$ cat src/rtl/trng_ctrl_if.sv
// Bundle of the TRNG controller's session control, LFSR pins and the
// random-word valid/ready port. The controller sits on the slave side.
interface trng_ctrl_if #(
    parameter int WIDTH = 10
);
    logic             start;
    logic             stop;
    logic [WIDTH-1:0] seed_cfg;
    logic             lfsr_en;
    logic             lfsr_seed_we;
    logic [WIDTH-1:0] lfsr_seed;
    logic [WIDTH-1:0] lfsr_data;
    logic [WIDTH-1:0] rnd_data;
    logic             rnd_valid;
    logic             rnd_ready;
    logic             busy;
    logic             error;

    modport slave (
        input  start, stop, seed_cfg, lfsr_data, rnd_ready,
        output lfsr_en, lfsr_seed_we, lfsr_seed, rnd_data, rnd_valid, busy, error
    );

    modport master (
        output start, stop, seed_cfg, lfsr_data, rnd_ready,
        input  lfsr_en, lfsr_seed_we, lfsr_seed, rnd_data, rnd_valid, busy, error
    );
endinterface

$ cat src/rtl/trng_ctrl.sv
// TRNG LFSR sequencer: seed, warm-up, decimation bursts, word capture with
// valid/ready output, and a repetition-count health test with a sticky fault.
//
// state   | meaning
// --------+-------------------------------------------------------------
// IDLE    | waiting for start
// SEED    | one cycle of lfsr_seed_we, health-test history cleared
// WARMUP  | LFSR shifts WARMUP cycles, no words produced
// SHIFT   | LFSR shifts DECIM cycles per word
// CAPTURE | LFSR paused, word sampled and health-tested
// VALID   | word presented, LFSR paused until the handshake
// FAULT   | repetition limit hit; terminal until rst
module trng_ctrl #(
    parameter int WIDTH     = 10,
    parameter int WARMUP    = 64,
    parameter int DECIM     = 10,
    parameter int REP_LIMIT = 4
) (
    input logic         clk,
    input logic         rst,
    trng_ctrl_if.slave  bus
);
    localparam int CNT_MAX = (WARMUP > DECIM) ? WARMUP : DECIM;
    localparam int CW      = $clog2(CNT_MAX + 1);
    localparam int RW      = $clog2(REP_LIMIT + 1);
    localparam logic [CW-1:0] WARM_LAST  = CW'(WARMUP - 1);
    localparam logic [CW-1:0] DECIM_LAST = CW'(DECIM - 1);
    localparam logic [RW-1:0] REP_MAX    = RW'(REP_LIMIT);

    typedef enum logic [2:0] {
        S_IDLE, S_SEED, S_WARMUP, S_SHIFT, S_CAPTURE, S_VALID, S_FAULT
    } state_t;

    state_t           state_q, state_d;
    logic [CW-1:0]    cnt_q, cnt_d;
    logic [WIDTH-1:0] seed_q, seed_d;
    logic [WIDTH-1:0] data_q, data_d;
    logic [WIDTH-1:0] prev_q, prev_d;
    logic             prev_valid_q, prev_valid_d;
    logic [RW-1:0]    rep_q, rep_d;
    logic             lfsr_en_q, lfsr_en_d;
    logic             seed_we_q, seed_we_d;
    logic             valid_q, valid_d;
    logic             busy_q, busy_d;
    logic             error_q, error_d;
    logic [RW-1:0]    rep_new;
    logic             in_session;

    assign rep_new    = (prev_valid_q && (bus.lfsr_data == prev_q)) ? rep_q + RW'(1) : RW'(1);
    assign in_session = (state_q != S_IDLE) && (state_q != S_FAULT);

    // Next-state, datapath updates and Moore output decode of the next state
    always_comb begin
        state_d      = state_q;
        cnt_d        = cnt_q;
        seed_d       = seed_q;
        data_d       = data_q;
        prev_d       = prev_q;
        prev_valid_d = prev_valid_q;
        rep_d        = rep_q;
        case (state_q)
            S_IDLE: begin
                if (bus.start && !bus.stop) begin
                    state_d = S_SEED;
                    seed_d  = bus.seed_cfg;
                end
            end
            S_SEED: begin
                rep_d        = '0;
                prev_valid_d = 1'b0;
                cnt_d        = '0;
                state_d      = S_WARMUP;
            end
            S_WARMUP: begin
                if (cnt_q == WARM_LAST) begin
                    cnt_d   = '0;
                    state_d = S_SHIFT;
                end else begin
                    cnt_d = cnt_q + CW'(1);
                end
            end
            S_SHIFT: begin
                if (cnt_q == DECIM_LAST) begin
                    cnt_d   = '0;
                    state_d = S_CAPTURE;
                end else begin
                    cnt_d = cnt_q + CW'(1);
                end
            end
            S_CAPTURE: begin
                data_d       = bus.lfsr_data;
                prev_d       = bus.lfsr_data;
                prev_valid_d = 1'b1;
                rep_d        = rep_new;
                // A faulting word is never presented
                state_d      = (rep_new == REP_MAX) ? S_FAULT : S_VALID;
            end
            S_VALID: begin
                if (bus.rnd_ready) begin
                    cnt_d   = '0;
                    state_d = S_SHIFT;
                end
            end
            S_FAULT: state_d = S_FAULT;
            default: state_d = S_IDLE;
        endcase
        // stop overrides every in-session transition and drops any pending word
        if (bus.stop && in_session) begin
            state_d = S_IDLE;
            cnt_d   = '0;
        end
        seed_we_d = (state_d == S_SEED);
        lfsr_en_d = (state_d == S_WARMUP) || (state_d == S_SHIFT);
        valid_d   = (state_d == S_VALID);
        error_d   = (state_d == S_FAULT);
        busy_d    = (state_d != S_IDLE) && (state_d != S_FAULT);
    end

    // State, datapath and registered output flops
    always_ff @(posedge clk) begin
        if (rst) begin
            state_q      <= S_IDLE;
            cnt_q        <= '0;
            seed_q       <= '0;
            data_q       <= '0;
            prev_q       <= '0;
            prev_valid_q <= 1'b0;
            rep_q        <= '0;
            lfsr_en_q    <= 1'b0;
            seed_we_q    <= 1'b0;
            valid_q      <= 1'b0;
            busy_q       <= 1'b0;
            error_q      <= 1'b0;
        end else begin
            state_q      <= state_d;
            cnt_q        <= cnt_d;
            seed_q       <= seed_d;
            data_q       <= data_d;
            prev_q       <= prev_d;
            prev_valid_q <= prev_valid_d;
            rep_q        <= rep_d;
            lfsr_en_q    <= lfsr_en_d;
            seed_we_q    <= seed_we_d;
            valid_q      <= valid_d;
            busy_q       <= busy_d;
            error_q      <= error_d;
        end
    end

    assign bus.lfsr_en      = lfsr_en_q;
    assign bus.lfsr_seed_we = seed_we_q;
    assign bus.lfsr_seed    = seed_q;
    assign bus.rnd_data     = data_q;
    assign bus.rnd_valid    = valid_q;
    assign bus.busy         = busy_q;
    assign bus.error        = error_q;
endmodule

$ cat src/flat_wrapper.sv
// flat-port wrapper written by rule: the top's interface ports become plain ports
module trng_ctrl_flat 
#(
    parameter int WIDTH     = 10,
    parameter int WARMUP    = 64,
    parameter int DECIM     = 10,
    parameter int REP_LIMIT = 4
)
  (clk, rst, bus_start, bus_stop, bus_seed_cfg, bus_lfsr_data, bus_rnd_ready, bus_lfsr_en, bus_lfsr_seed_we, bus_lfsr_seed, bus_rnd_data, bus_rnd_valid, bus_busy, bus_error);
  trng_ctrl_if #(.WIDTH(WIDTH)) bus_i ();
  input logic clk;
  input logic rst;
  input wire logic [$bits(bus_i.start)-1:0] bus_start;
  input wire logic [$bits(bus_i.stop)-1:0] bus_stop;
  input wire logic [$bits(bus_i.seed_cfg)-1:0] bus_seed_cfg;
  input wire logic [$bits(bus_i.lfsr_data)-1:0] bus_lfsr_data;
  input wire logic [$bits(bus_i.rnd_ready)-1:0] bus_rnd_ready;
  output wire logic [$bits(bus_i.lfsr_en)-1:0] bus_lfsr_en;
  output wire logic [$bits(bus_i.lfsr_seed_we)-1:0] bus_lfsr_seed_we;
  output wire logic [$bits(bus_i.lfsr_seed)-1:0] bus_lfsr_seed;
  output wire logic [$bits(bus_i.rnd_data)-1:0] bus_rnd_data;
  output wire logic [$bits(bus_i.rnd_valid)-1:0] bus_rnd_valid;
  output wire logic [$bits(bus_i.busy)-1:0] bus_busy;
  output wire logic [$bits(bus_i.error)-1:0] bus_error;
  assign bus_i.start = bus_start;
  assign bus_i.stop = bus_stop;
  assign bus_i.seed_cfg = bus_seed_cfg;
  assign bus_i.lfsr_data = bus_lfsr_data;
  assign bus_i.rnd_ready = bus_rnd_ready;
  assign bus_lfsr_en = bus_i.lfsr_en;
  assign bus_lfsr_seed_we = bus_i.lfsr_seed_we;
  assign bus_lfsr_seed = bus_i.lfsr_seed;
  assign bus_rnd_data = bus_i.rnd_data;
  assign bus_rnd_valid = bus_i.rnd_valid;
  assign bus_busy = bus_i.busy;
  assign bus_error = bus_i.error;
  trng_ctrl #(.WIDTH(WIDTH), .WARMUP(WARMUP), .DECIM(DECIM), .REP_LIMIT(REP_LIMIT)) u_core (.clk(clk), .rst(rst), .bus(bus_i));
endmodule
$ cat config.mk
export PLATFORM = sky130hd
export DESIGN_NAME = trng_ctrl_flat
export DESIGN_NICKNAME = d
export VERILOG_FILES = /design/src/rtl/trng_ctrl_if.sv /design/src/rtl/trng_ctrl.sv /design/src/flat_wrapper.sv
export SDC_FILE = /design/constraint.sdc
export NUM_CORES = 1
export LEC_CHECK = 0
export BUFFER_PORTS_ARGS = -buffer_cell sky130_fd_sc_hd__buf_2
export CORE_MARGIN = 2
export CORE_UTILIZATION = 52
export CTS_CLUSTER_SIZE = 40
export DETAILED_ROUTE_END_ITERATION = 7
export PLACE_DENSITY_LB_ADDON = 0.12
export SLEW_MARGIN = 20
export SYNTH_ARGS = -nofsm -noshare
export SYNTH_HDL_FRONTEND = slang
export SYNTH_SLANG_ARGS = --single-unit
$ cat constraint.sdc
create_clock -name clk -period 2.35 [get_ports clk]
set_input_delay 0.3525 -clock clk [delete_from_list [all_inputs] [get_ports clk]]
set_output_delay 0.3525 -clock clk [all_outputs]
set_load 0.01 [all_outputs]
# == Word-level counts from Yosys, hierarchy flattened ==
# Index checks and enable logic that the tools add are counted.
# classes
n_addsub,2
eq_ne,18
mux,14
reduce_logical,15
# ops
operator,n
one-hot mux 7 bit (4 select lines),1
two-way mux 7 bit,3
one-hot mux 3 bit (7 select lines),1
"equality test 3 bit, second input constant",6
two-way mux 3 bit,6
"equality test 3 x 2 -> 1 bit, second input constant",4
equality test 10 bit,1
"adder 7 x 1 -> 7 bit, second input constant",1
"equality test 7 x 4 -> 1 bit, second input constant",1
"equality test 7 x 6 -> 1 bit, second input constant",1
"equality test 3 x 1 -> 1 bit, second input constant",2
"inequality test 3 bit, second input constant",2
one-hot mux 3 bit (2 select lines),1
nonzero test 3 bit,2
logical AND 1 bit,5
AND reduction 2 bit,2
nonzero test 4 bit,1
"adder 3 x 1 -> 3 bit, second input constant",1
zero test 3 bit,1
two-way mux 2 bit,1
"inequality test 2 bit, second input constant",1
one-hot mux 1 bit (2 select lines),1
nonzero test 2 bit,1
OR reduction 2 bit,1
2 further kinds,2
# word_totals
reg_bits,39
in_bits,25
out_inout_bits,25
wordCells,60

# == Longest topological paths before layout ==
# depth
word_depth,9
mapped_depth,8
depth_no_buf,8

# == Least setup slack after synthesis ==
# OpenSTA, ideal clock, no wires.
# synth_path
kind,flip-flop to flip-flop
startpoint,register u_core.prev_q[9]
endpoint,register u_core.busy_q (netlist: u_core.bus.busy)
setup_time_ns,0.134
t_arrival_ns,1.943
required_ns,2.216
path_slack_ns,0.273
path_stages_with_launch,6
path_buffers,0
synth_period_minus_slack_ns,2.077
path_cell_list,dfxtp_1 > xor2_1 > or4_1 > or4_1 > a211oi_2 > o221ai_2
# synth_via
elab_chain_cells,9
elab_cells_between_ends,10
cone_classes,3 x eq/ne; 4 x mux; 3 x reduce/logical
# synth_lines
element,line_no,text
"start, declared",trng_ctrl.sv:38,"logic [WIDTH-1:0] prev_q, prev_d;"
"start signal, assigned",trng_ctrl.sv:139,prev_q <= prev_d;
equality test 10 bit (*),trng_ctrl.sv:49,assign rep_new = (prev_valid_q && (bus.lfsr_data == prev_q)) ? rep_q + RW'(1) : RW'(1);
logical AND 1 bit (*),trng_ctrl.sv:49,
two-way mux 3 bit (*),trng_ctrl.sv:49,
equality test 3 bit (*),trng_ctrl.sv:96,state_d = (rep_new == REP_MAX) ? S_FAULT : S_VALID;
two-way mux 2 bit (*),trng_ctrl.sv:96,
one-hot mux 3 bit (7 select lines) (*),trng_ctrl.sv:61,case (state_q)
two-way mux 3 bit (*),trng_ctrl.sv:108,if (bus.stop && in_session) begin
inequality test 3 bit or nonzero test 3 bit (tied branches),trng_ctrl.sv:116,busy_d = (state_d != S_IDLE) && (state_d != S_FAULT);
logical AND 1 bit (*),trng_ctrl.sv:116,
"end signal, assigned",trng_ctrl.sv:145,busy_q <= busy_d;
"end, declared",trng_ctrl.sv:44,"logic busy_q, busy_d;"
# Every way passes the cells marked *; elsewhere a longest branch is shown, timed or not.
# A chain may end at the register's enable or synchronous reset.

# == Worst setup path after layout ==
# Same ends and word-level chain as after synthesis.

==> impl_metrics.json <==
{
  "ctsRootBufferMaster": "clkbuf_4",
  "cts_tree": "built",
  "p_leak_nw": 1.04,
  "syn_nets": 247,
  "power_density_nw_per_um2": 578,
  "design.core.area_um2": 3390,
  "status": "finished, final reports clean",
  "cts_buffer_depth": 2,
  "synth_area_um2": 1870,
  "critPathCaptureType": "flip-flop",
  "placedCellCount": 309,
  "grt_pass1_wl_um": 6850,
  "dp_slack_ns": 0.0539,
  "rows": 21,
  "grt_max_degree": 17,
  "fin_crit_sh_pct": 92.9,
  "synthDominantCellAreaShare_pct": 41.7,
  "fillCellCount": 303,
  "drive_gt1_share_pct": 24.4,
  "grt_most_used_layer": "met2",
  "synthDistinctLibCells": 41,
  "rsz0062_at_grt": "false",
  "gr-usage-met1_pct": 27.1,
  "h-tree-depth": 2,
  "cts_buffers": 5,
  "pwr-share-comb_pct": 10.9,
  "arrival_ns": 2.43,
  "place_congestion": 0.798,
  "ir_drop_mv": 0.437,
  "firstDrtPassIters": 4,
  "met3_usage_pct": 4.40,
  "pwr-share-seq_pct": 52.9,
  "fin_crit_ns": 2.18,
  "die_x_um": 64.0,
  "p_sw_uw": 312,
  "vias": 1660,
  "antenna_found_initial": 0,
  "worst_slew_pin_slew_ns": 0.517,
  "synth_seq_area_share_pct": 41.7,
  "path_clk_slew_ns": 0.11,
  "synth_edf_count": 0,
  "criticalPathCategory": "flip-flop to flip-flop",
  "met2_usage_pct": 34.9,
  "synth-async-reset-ratio_pct": 0,
  "cts_sinks": 39,
  "min_path_type": "input port to flip-flop",
  "post_cts_resize_count": 0,
  "hold_slack_ns": 0.218,
  "startpoint_type": "flip-flop",
  "antenna_cells": 0,
  "clkPwrFrac_pct": 36.1,
  "yosysTopAreaCell": "dfxtp_1",
  "fin_area_um2": 2260,
  "hold_viol": 0,
  "instances_no_fill": 317,
  "postCtsSetupBuffers": 0,
  "ys_warn_count": 0,
  "fin_util_pct": 66.7,
  "clock.fmax_mhz": 458,
  "internal_power_uw": 994,
  "synth_most_common_cell": "dfxtp_1",
  "synth_seq_cells": 39,
  "synth_top_family_by_area": "simple AND/OR/NAND/NOR gates",
  "drc": 0,
  "fin_tns_setup_ns": 0,
  "maxSlewViolCount": 0,
  "final_nets": 298,
  "synthFlopType": "dfxtp_1",
  "routed_wl_um": 3840,
  "cts-hold-fix-buffers": 0,
  "synth_compound_area_share_pct": 13.6,
  "cap_violations": 0,
  "synth_simple_gate_area_share_pct": 26.7,
  "synthAdderAreaFrac_pct": 2.00,
  "fin_total_pwr_mw": 1.31,
  "p_sw_share_pct": 23.9,
  "synth.area.top_cells": "dfxtp_1, mux2i_1, nand2_1",
  "path_max_fanout": 4,
  "cp.required_ns": 2.59,
  "wire_per_inst_um": 12.1,
  "setup_ws_ns": 0.166,
  "die_area_um2": 4100,
  "hpwl_um": 2810,
  "setup_viol": 0,
  "synth_xor_area_share_pct": 7.01,
  "relSlewSlack_pct": 65.5,
  "dpl_cell_area_um2": 2170,
  "drt-initial-drc-count": 100,
  "grt_usage_pct": 21.3,
  "synth_mux_area_share_pct": 5.88,
  "start_util_pct": 55.3,
  "overflow": 0,
  "grt_pass1_vias": 1572,
  "netlist_top_cells_count": "dfxtp_1, nand2_1, nor2_1",
  "viasPerCell": 5.24,
  "die_h_um": 64.0,
  "fin_skew_ns": 0.0118,
  "syn_area_per_cell_um2": 8.55,
  "ant_nets": 0,
  "syn_inst": 219,
  "area_delta_synth_final_pct": 20.7,
  "ioPinCount": 50,
  "port_buffers": 49,
  "clkLatencyLatePin_ns": 0.36
}
[sequential cells by signal, summed over array words and instances, names as in the netlist]
name and flops:
u_core.bus.lfsr_seed 10, u_core.prev_q 10, u_core.bus.lfsr_en 1, u_core.prev_valid_q 1, u_core.bus.busy 1, u_core.cnt_q 7
u_core.bus.error 1, u_core.rep_q 3, u_core.state_q 3, u_core.bus.rnd_valid 1, u_core.bus.lfsr_seed_we 1
[placed cells by master, fill, tap and decap left out, drive strengths merged, types with 3 or more instances in the layout]
master / count
or4: 3
and2: 4
nand4: 5
nand2: 28
xnor2: 6
nand2b: 6
nor2: 23
ha: 3
nor3: 4
xor2: 9
o21ai: 4
inv: 5
mux2i: 11
dfxtp: 39
nor2b: 4
clkbuf: 6
o21bai: 3
nand3: 6
a31oi: 3
buf: 54
a21oi: 20
[final cells by class]
class / instances / area (µm²) / share of cell area [%]
multi-input cells: 165 / 1030 / 45.8
flip-flops and latches: 39 / 781 / 34.5
repair buffers: 54 / 283 / 12.5
well taps: 46 / 57.6 / 2.55
clock buffers: 6 / 51.3 / 2.27
clock inverters: 2 / 35.0 / 1.55
inverters: 5 / 18.8 / 0.830
[power groups by stage]
stage          Combinational, mW  Sequential, mW  Clock (mW)
6_report                   0.143           0.692       0.472
3_5_place_dp               0.143           0.706           0
3_3_place_gp               0.142           0.706           0
5_1_grt                    0.160           0.695       0.504
2_1_floorplan             0.0858           0.708           0
4_1_cts                    0.144           0.691       0.478
[critical path, cell delays in order (launching register included)]
cell and delay [ns]:
dfxtp_1 0.35, xor2_1 0.17, or4_1 0.52, or4_1 0.51, a211oi_2 0.38, o221ai_2 0.15
[final timing paths]
| path | to | from | slack (ns) | cells after the start |
|---|---|---|---|---|
| worst max-delay path | u_core.bus.busy | u_core.prev_q[9] | 0.17 | 5 |
| worst min register to register | u_core.rep_q[1] | u_core.rep_q[1] | 0.47 | 2 |
| worst max register to register | u_core.bus.busy | u_core.prev_q[9] | 0.17 | 5 |
| worst min-delay path | u_core.bus.lfsr_seed[6] | bus_seed_cfg[6] | 0.22 | 3 |
[cells by family (layout without fill, tap and decap cells)]
| family | after synthesis | in the layout |
|---|---|---|
| flip-flops | 39 | 39 |
| AO/OA/AOI/OAI | 40 | 40 |
| multiplexers | 11 | 11 |
| adder cells (fa/ha/maj) | 3 | 3 |
| XOR/XNOR | 15 | 15 |
| buffers and inverters | 15 | 67 |
| AND/OR/NAND/NOR | 96 | 96 |
[per-layer routing]
metal | up-vias | wire length [µm] | share of wire [%]
met5 | - | 0 | 0
met4 | 0 | 72 | 1.9
met2 | 34 | 1810 | 47
li1 | 861 | - | -
met1 | 758 | 1800 | 47
met3 | 7 | 155 | 4.0
Power figures use the tool's default switching activity.
